## src/rtl/bpu_bht_if.sv

```systemverilog
// IF-stage predictor bus: fetch pc/ir in, predictions out,
// plus the ID-stage resolution channel that trains the table.
interface bpu_bht_if #(
  parameter int GW = 1
);
  logic [63:0]   pc;
  logic [31:0]   ir;
  logic          stall;
  logic          jal_taken;
  logic [63:0]   jal_addr;
  logic          pr_taken;
  logic [12:0]   pr_offs;
  logic [GW-1:0] pr_ghr;
  logic          upd_valid;
  logic [63:0]   upd_pc;
  logic [GW-1:0] upd_ghr;
  logic          upd_taken;
  logic          upd_miss;

  modport master (
    output pc, ir, stall,
    output upd_valid, upd_pc, upd_ghr,
    output upd_taken, upd_miss,
    input  jal_taken, jal_addr,
    input  pr_taken, pr_offs, pr_ghr
  );

  modport slave (
    input  pc, ir, stall,
    input  upd_valid, upd_pc, upd_ghr,
    input  upd_taken, upd_miss,
    output jal_taken, jal_addr,
    output pr_taken, pr_offs, pr_ghr
  );
endinterface

```

## src/rtl/bpu_bht.sv

```systemverilog
// Dynamic branch predictor: saturating-counter table with
// optional gshare indexing and a speculative, repairable GHR.
module bpu_bht #(
  parameter int BHT_IDX_W = 6,
  parameter int GHR_W     = 0,
  parameter int CNT_W     = 2,
  parameter int CNT_INIT  = 1
) (
  input logic     clk,
  input logic     rst_n,
  bpu_bht_if.slave bus
);
  localparam int GW = (GHR_W > 0) ? GHR_W : 1;
  localparam int N  = 1 << BHT_IDX_W;
  localparam logic [CNT_W-1:0] CMAX  = '1;
  localparam logic [CNT_W-1:0] CINIT = CNT_W'(CNT_INIT);

  logic [CNT_W-1:0]     cnt [N];
  logic [GW-1:0]        ghr;
  logic                 is_br;
  logic                 is_jal;
  logic                 pr_tk;
  logic [BHT_IDX_W-1:0] pc_idx;
  logic [BHT_IDX_W-1:0] upd_idx;
  logic [BHT_IDX_W-1:0] rd_idx;
  logic [BHT_IDX_W-1:0] wr_idx;
  logic                 unused;

  assign is_br   = bus.ir[6:0] == 7'b1100011;
  assign is_jal  = bus.ir[6:0] == 7'b1101111;
  assign pc_idx  = bus.pc[BHT_IDX_W+1:2];
  assign upd_idx = bus.upd_pc[BHT_IDX_W+1:2];
  assign unused  = ^{bus.upd_pc[63:BHT_IDX_W+2],
                     bus.upd_pc[1:0]};

  // Direction read: pre-update value, no write bypass.
  assign pr_tk = rst_n & is_br & cnt[rd_idx][CNT_W-1];

  assign bus.pr_taken  = pr_tk;
  assign bus.pr_ghr    = ghr;
  assign bus.jal_taken = rst_n & is_jal;
  assign bus.pr_offs   = is_br
    ? {bus.ir[31], bus.ir[7], bus.ir[30:25],
       bus.ir[11:8], 1'b0}
    : 13'd0;
  assign bus.jal_addr  = bus.pc +
    {{43{bus.ir[31]}}, bus.ir[31], bus.ir[19:12],
     bus.ir[20], bus.ir[30:21], 1'b0};

  generate
    if (GHR_W > 0) begin : g_gshare
      assign rd_idx = pc_idx ^ BHT_IDX_W'(ghr);
      assign wr_idx = upd_idx ^ BHT_IDX_W'(bus.upd_ghr);

      // Mispredict repair wins over the speculative shift.
      always_ff @(posedge clk or negedge rst_n) begin
        if (!rst_n) begin
          ghr <= '0;
        end else if (bus.upd_valid && bus.upd_miss) begin
          ghr <= GW'({bus.upd_ghr, bus.upd_taken});
        end else if (!bus.stall && is_br) begin
          ghr <= GW'({ghr, pr_tk});
        end
      end
    end else begin : g_bimodal
      logic unused_bim;
      assign rd_idx     = pc_idx;
      assign wr_idx     = upd_idx;
      assign ghr        = '0;
      assign unused_bim = ^{bus.stall, bus.upd_ghr,
                            bus.upd_miss};
    end
  endgenerate

  // Train one counter per resolved branch, saturating both ways.
  always_ff @(posedge clk or negedge rst_n) begin
    if (!rst_n) begin
      for (int i = 0; i < N; i++) cnt[i] <= CINIT;
    end else if (bus.upd_valid) begin
      if (bus.upd_taken) begin
        if (cnt[wr_idx] != CMAX)
          cnt[wr_idx] <= cnt[wr_idx] + 1'b1;
      end else if (cnt[wr_idx] != '0) begin
        cnt[wr_idx] <= cnt[wr_idx] - 1'b1;
      end
    end
  end
endmodule

```

## src/flat_wrapper.sv

```systemverilog
// flat-port wrapper written by rule: the top's interface ports become plain ports
module bpu_bht_flat 
#(
  parameter int BHT_IDX_W = 6,
  parameter int GHR_W     = 0,
  parameter int CNT_W     = 2,
  parameter int CNT_INIT  = 1
)
  (clk, rst_n, bus_pc, bus_ir, bus_stall, bus_upd_valid, bus_upd_pc, bus_upd_ghr, bus_upd_taken, bus_upd_miss, bus_jal_taken, bus_jal_addr, bus_pr_taken, bus_pr_offs, bus_pr_ghr);
  bpu_bht_if #(.GW(1)) bus_i ();
  input logic clk;
  input logic rst_n;
  input wire logic [$bits(bus_i.pc)-1:0] bus_pc;
  input wire logic [$bits(bus_i.ir)-1:0] bus_ir;
  input wire logic [$bits(bus_i.stall)-1:0] bus_stall;
  input wire logic [$bits(bus_i.upd_valid)-1:0] bus_upd_valid;
  input wire logic [$bits(bus_i.upd_pc)-1:0] bus_upd_pc;
  input wire logic [$bits(bus_i.upd_ghr)-1:0] bus_upd_ghr;
  input wire logic [$bits(bus_i.upd_taken)-1:0] bus_upd_taken;
  input wire logic [$bits(bus_i.upd_miss)-1:0] bus_upd_miss;
  output wire logic [$bits(bus_i.jal_taken)-1:0] bus_jal_taken;
  output wire logic [$bits(bus_i.jal_addr)-1:0] bus_jal_addr;
  output wire logic [$bits(bus_i.pr_taken)-1:0] bus_pr_taken;
  output wire logic [$bits(bus_i.pr_offs)-1:0] bus_pr_offs;
  output wire logic [$bits(bus_i.pr_ghr)-1:0] bus_pr_ghr;
  assign bus_i.pc = bus_pc;
  assign bus_i.ir = bus_ir;
  assign bus_i.stall = bus_stall;
  assign bus_i.upd_valid = bus_upd_valid;
  assign bus_i.upd_pc = bus_upd_pc;
  assign bus_i.upd_ghr = bus_upd_ghr;
  assign bus_i.upd_taken = bus_upd_taken;
  assign bus_i.upd_miss = bus_upd_miss;
  assign bus_jal_taken = bus_i.jal_taken;
  assign bus_jal_addr = bus_i.jal_addr;
  assign bus_pr_taken = bus_i.pr_taken;
  assign bus_pr_offs = bus_i.pr_offs;
  assign bus_pr_ghr = bus_i.pr_ghr;
  bpu_bht #(.BHT_IDX_W(BHT_IDX_W), .GHR_W(GHR_W), .CNT_W(CNT_W), .CNT_INIT(CNT_INIT)) u_core (.clk(clk), .rst_n(rst_n), .bus(bus_i));
endmodule
```

## config.mk

```make
export PLATFORM = sky130hd
export DESIGN_NAME = bpu_bht_flat
export DESIGN_NICKNAME = d
export VERILOG_FILES = /design/src/rtl/bpu_bht_if.sv /design/src/rtl/bpu_bht.sv /design/src/flat_wrapper.sv
export SDC_FILE = /design/constraint.sdc
export NUM_CORES = 1
export LEC_CHECK = 0
export BUFFER_PORTS_ARGS = -buffer_cell sky130_fd_sc_hd__buf_2
export CORE_MARGIN = 2
export CORE_UTILIZATION = 56
export DETAILED_ROUTE_END_ITERATION = 10
export GPL_TIMING_DRIVEN = 0
export HOLD_SLACK_MARGIN = 0.12
export PLACE_DENSITY = 0.83
export SYNTH_ARGS = -nofsm -noshare
export SYNTH_HDL_FRONTEND = slang
export SYNTH_SLANG_ARGS = --single-unit
```

## constraint.sdc

```tcl
create_clock -name clk -period 4.1 [get_ports clk]
set_input_delay 0.41 -clock clk [delete_from_list [all_inputs] [get_ports clk]]
set_output_delay 0.41 -clock clk [all_outputs]
set_load 0.01 [all_outputs]
```

# Word level (Yosys, flattened, before mapping)
# Cells that the tools add are included.
# word_totals
register_bits,128
inputBits,167
elab_cells,97
# op_classes
n_addsub,3
magnitude_cmp,3
eq_ne,4
muxes,14
bitwise_logic,5
n_reduce_logical,4
# ops
operator,n
128-bit 2-to-1 mux,3
128-bit bitwise mux,2
64-bit adder,1
2-bit binary-select mux with 6-bit select,2
"7-bit equality test, second input constant",2
"7-bit greater-or-equal comparator, second input constant",2
6-bit NOT with 7-bit output,2
13-bit 2-to-1 mux,1
2-bit demux with 6-bit select,1
2-bit 2-to-1 mux,5
"7-bit by 1-bit less-than comparator with 1-bit output, second input constant",1
2-bit nonzero test,2
1-bit bitwise AND,3
3-bit AND reduction,1
"2-bit by 1-bit adder with 2-bit output, second input constant",1
"2-bit by 1-bit != test with 1-bit output, second input constant",1
"2-bit != test, second input constant",1
"2-bit by 1-bit subtractor with 2-bit output, second input constant",1
1-bit logical AND,1

# Depth between registers and ports, before layout
# depth
depth_word,8
depth_mapped,21

# Worst setup path before layout
# OpenSTA, ideal clock, no wires.
# synth_path
path_type,input -> register
from,input port bus_upd_pc[3]
to,register u_core.cnt[109] (netlist name)
setup_time_ps,125
arrival_time_ps,3667
slack_ps,308
path_stages,18
cell_sequence,buf_2 buf_2 buf_2 buf_2 mux2_2 a22oi_1 nor2_1 a221oi_1 o22a_1 and3_1 inv_1 ha_1 mux2i_1 nand2_1 nor2_1 nand3b_1 nor2_1 mux2_2
# synth_via
elab_chain_len,8
word_cells_on_any_way,21
cone_classes,2 x add/sub; 2 x order compare; 2 x eq/ne; 10 x mux; 1 x bitwise; 4 x reduce/logical
# synth_rtl
item,line,rtl
"start, declared",flat_wrapper.sv:17,input wire logic [$bits(bus_i.upd_pc)-1:0] bus_upd_pc;
6-bit NOT with 7-bit output (not written as such) (*),--,
"2-bit binary-select mux with 6-bit select, or another cell as far along",--,
2-bit 2-to-1 mux (not written as such) / 1-bit logical AND (equally long branches),--,
2-bit 2-to-1 mux (on tied branches),--,
"2-bit by 1-bit subtractor with 2-bit output, or another cell as far along",bpu_bht.sv:84,cnt[wr_idx] <= cnt[wr_idx] - 1'b1;
128-bit bitwise mux (on tied branches),"bpu_bht.sv:84, bpu_bht.sv:82",
128-bit 2-to-1 mux (on tied branches),"bpu_bht.sv:83, bpu_bht.sv:81",
128-bit 2-to-1 mux,bpu_bht.sv:80,if (bus.upd_taken) begin
"end signal, assigned by index",bpu_bht.sv:82,cnt[wr_idx] <= cnt[wr_idx] + 1'b1;
"end signal, assigned by index",bpu_bht.sv:84,
"end, declared",bpu_bht.sv:18,logic [CNT_W-1:0] cnt [N];
# Mark *: on every way between the ends. The rest lies on a longest branch, timed or not. The select of a mux whose other input is x is not followed.
# A chain may end at the register's enable or synchronous reset.

# Worst setup path after layout
# layout_path
from,input port bus_upd_pc[2]
to,register u_core.cnt[45] (netlist name)
# Same word-level chain as after synthesis.

==> metrics <==
status=finished with violations; violated checks=setup timing; largest family of logic cells by synthesized area=multiplexers; EDFF count, synth=0; flop and latch count out of synthesis=128; # setup viols final=97; routed vias/inst=6.66; die height=142 um; GRT Total Usage=33.1%; total power=0.00503 W; relative slew slack=45.2%; worst min-delay path category=in -> async; DR iter-0 viols=1126; CTS root buffer=clkbuf_16; post-synthesis cell area=10600 um2; Max rail drop VDD=0.295 mV; register area share after synthesis=30.9%; Crit. End Element=flop; Port Buf Inserts=177; Clock Tree Buf Depth=2; Detail Route Antenna Nets=0; ordered cell list for the critical path=clkbuf_4 -> buf_6 -> mux2i_2 -> o21ai_0 -> a221oi_4 -> o22ai_1 -> nor4_2 -> buf_4 -> buf_4 -> inv_1 -> ha_1 -> mux2i_1 -> nand2_1 -> nor2_4 -> nand3b_1 -> buf_4 -> nor2_1 -> mux2_2; Syn. warnings=0; GPL Wtd Cong=0.960; Synth area leader=dfstp_2; setup ws final=-259 ps; max incr delay on CP=500 ps; Critical Path RT=4420 ps; clk_skew=8.89 ps; clk slew on worst S/H paths=60 ps; Post-Synth XOR/XNOR Area=5.02%; antenna violations before repair=0; Die Wd=142 um; mux contribution to synthesized area=23.6%; FMAX=229 MHz; worst-case reg-to-reg path depth=16; drt wl/cell=22.0 um; CTS buffer count=17; Worst setup startpoint=bus_upd_pc[2]; Die ar.=20100 um2; # clock sinks=128; Boundary Pins=247; Worst Max-Slew Pin Slew=819 ps; area share of fa/ha/maj cells after synthesis=7.72%; Layout Utilization=68.6%; Static Leak=5.70 nW; routed wire length=34000 um; htree depth=4; startpoint types=input port; Max Cap Violations=0; remaining routing DRC violations=0; Mapped Cells=1086; Final Hold Fails=0; critical path's most frequent cell=buf_4; total iterations of the first detailed-routing run=7; compound-gate portion of the synthesized area=16.3%; Area Growth Syn to Fin=20.2%; DP HPWL=23800 um; synth unique cells=71; via count=10.3k; slowest cell on the critical path=nor4_2; top cell type's share of synthesized area=15.8%; Congestion Overflow GR=0; dpl ws=-1210 ps; crit-path max FO=10; Synth Area per Inst=9.79 um2; fillcell total=1371; fin crit share=106%; Rows=50; FF-to-FF End=u_core.cnt[45]; CORE AREA=18600 um2; Main synth FF type=dfstp_2; Synth Area in Simple Gates=12.9%; Critical Path AT=4680 ps; worst skew pair latency=440 ps; layout cells sized above 1=40.9%; fin. max-slew vios=0; dpl cells=1499; largest net degree at the start of global routing=77; most area-consuming cells after synthesis=dfstp_2, dfrtp_1, mux2_2, ha_1, mux4_2; kind of critical path=in -> reg; power per cell area=393 nW/um2; crit path time final=4360 ps; Async S/R FF share, synth=100%; Final nets=1528; fin cells=1543; n_diodes=0; reg-to-reg slack, setup=-240 ps; TritonCTS clock tree=done; Initial Util=57.0%; vias in the first global route=9865; first-pass GRT wire length=51700 um
==> routing by layer <==
layer	up-vias	wire, um	global-route usage (%)
met5	-	0	0
met4	0	2060	18.3
met3	217	3680	10.4
met2	720	15700	53.2
met1	4866	12600	39.6
li1	4466	-	-
==> synth_stat cells (20+ instances only) <==
cell / instances
nor2_1: 113
a21oi_1: 101
ha_1: 64
dfstp_2: 64
mux4_2: 35
nand2_1: 52
buf_2: 21
xnor2_1: 40
nand4_1: 26
xor2_1: 21
a21o_1: 27
o21ai_0: 39
dfrtp_1: 64
clkbuf_1: 43
mux2i_1: 20
mux2_2: 135
==> area by class of cell <==
cell class | count | area (um2) | share of cell area [%]
multi-input combinational | 869 | 7130 | 55.8
sequential | 128 | 3280 | 25.7
timing repair buffer | 191 | 1030 | 8.06
clock buffer | 19 | 453 | 3.54
buffer | 70 | 363 | 2.84
tap | 234 | 293 | 2.29
clock inverter | 13 | 161 | 1.26
inverter | 19 | 71.3 | 0.558
==> placed cells by master, fill, tap and decap left out, drive strengths merged, types with 6 or more instances in the layout <==
cell | Yosys | final
o21a | 6 | 6
nor2 | 113 | 113
dfrtp | 64 | 64
nand3 | 9 | 9
a21o | 27 | 27
nor4 | 6 | 6
and3 | 8 | 8
inv | 19 | 20
a221oi | 8 | 8
clkbuf | 44 | 64
mux2 | 135 | 135
nand4 | 27 | 27
a22o | 6 | 6
dfstp | 64 | 64
o211ai | 8 | 8
mux4 | 35 | 35
mux2i | 20 | 20
nor3 | 10 | 10
nor2b | 15 | 15
xnor2 | 40 | 40
xor2 | 21 | 21
nand2 | 52 | 52
o21ai | 42 | 42
buf | 27 | 215
and2 | 17 | 17
a211oi | 9 | 9
ha | 64 | 64
o31ai | 6 | 6
o21bai | 17 | 17
a21oi | 101 | 101
==> critical path: cells and delay by family <==
kind | cells | cell delay [ps]
fa+ha+maj | 1 | 200
compound gates | 3 | 700
simple gates | 5 | 1280
mux | 3 | 890
buf+inv | 6 | 1170
==> worst max-delay path by stage <==
| stage | end | slack, ps |
|---|---|---|
| final | u_core.cnt[45] | -260 |
| after CTS | u_core.cnt[63] | 5 |
| after detailed placement | u_core.cnt[45] | -1210 |
| after floorplan | u_core.cnt[109] | 310 |
| after global placement | u_core.cnt[45] | -1200 |
| after global routing | u_core.cnt[45] | -160 |
==> report_power, final <==
group | leakage, nW | switching, W | internal (W)
sequential | 1.53 | 0.000161 | 0.00155
clock | 0.291 | 0.000590 | 0.000986
combinational | 3.87 | 0.000983 | 0.000759
==> logic make-up after synthesis <==
group,Yosys count
AO/OA/AOI/OAI,269
XOR/XNOR,61
adder cells (fa/ha/maj),65
buffers and inverters,90
flip-flops,128
multiplexers,190
other,1
AND/OR/NAND/NOR,282
==> what timing repair did <==
action	4_1_cts	5_1_grt
hold buffers	1	0
endpoints found under the setup margin	141	138
gates resized for setup	19	50
setup buffers	6	6
endpoints found under the hold margin	28	0
pin swaps	2	5
==> stage by stage <==
stage | hold slack [ps] | area [um2] | setup TNS [ps]
6_report | 508 | 12800 | -9670
2_1_floorplan | 114 | 10600 | 0
4_1_cts | 498 | 12600 | 0
3_5_place_dp | 406 | 11900 | -125160
3_3_place_gp | 505 | 11800 | -122090
5_1_grt | 552 | 12800 | -2780
Power figures use the tool's default switching activity.
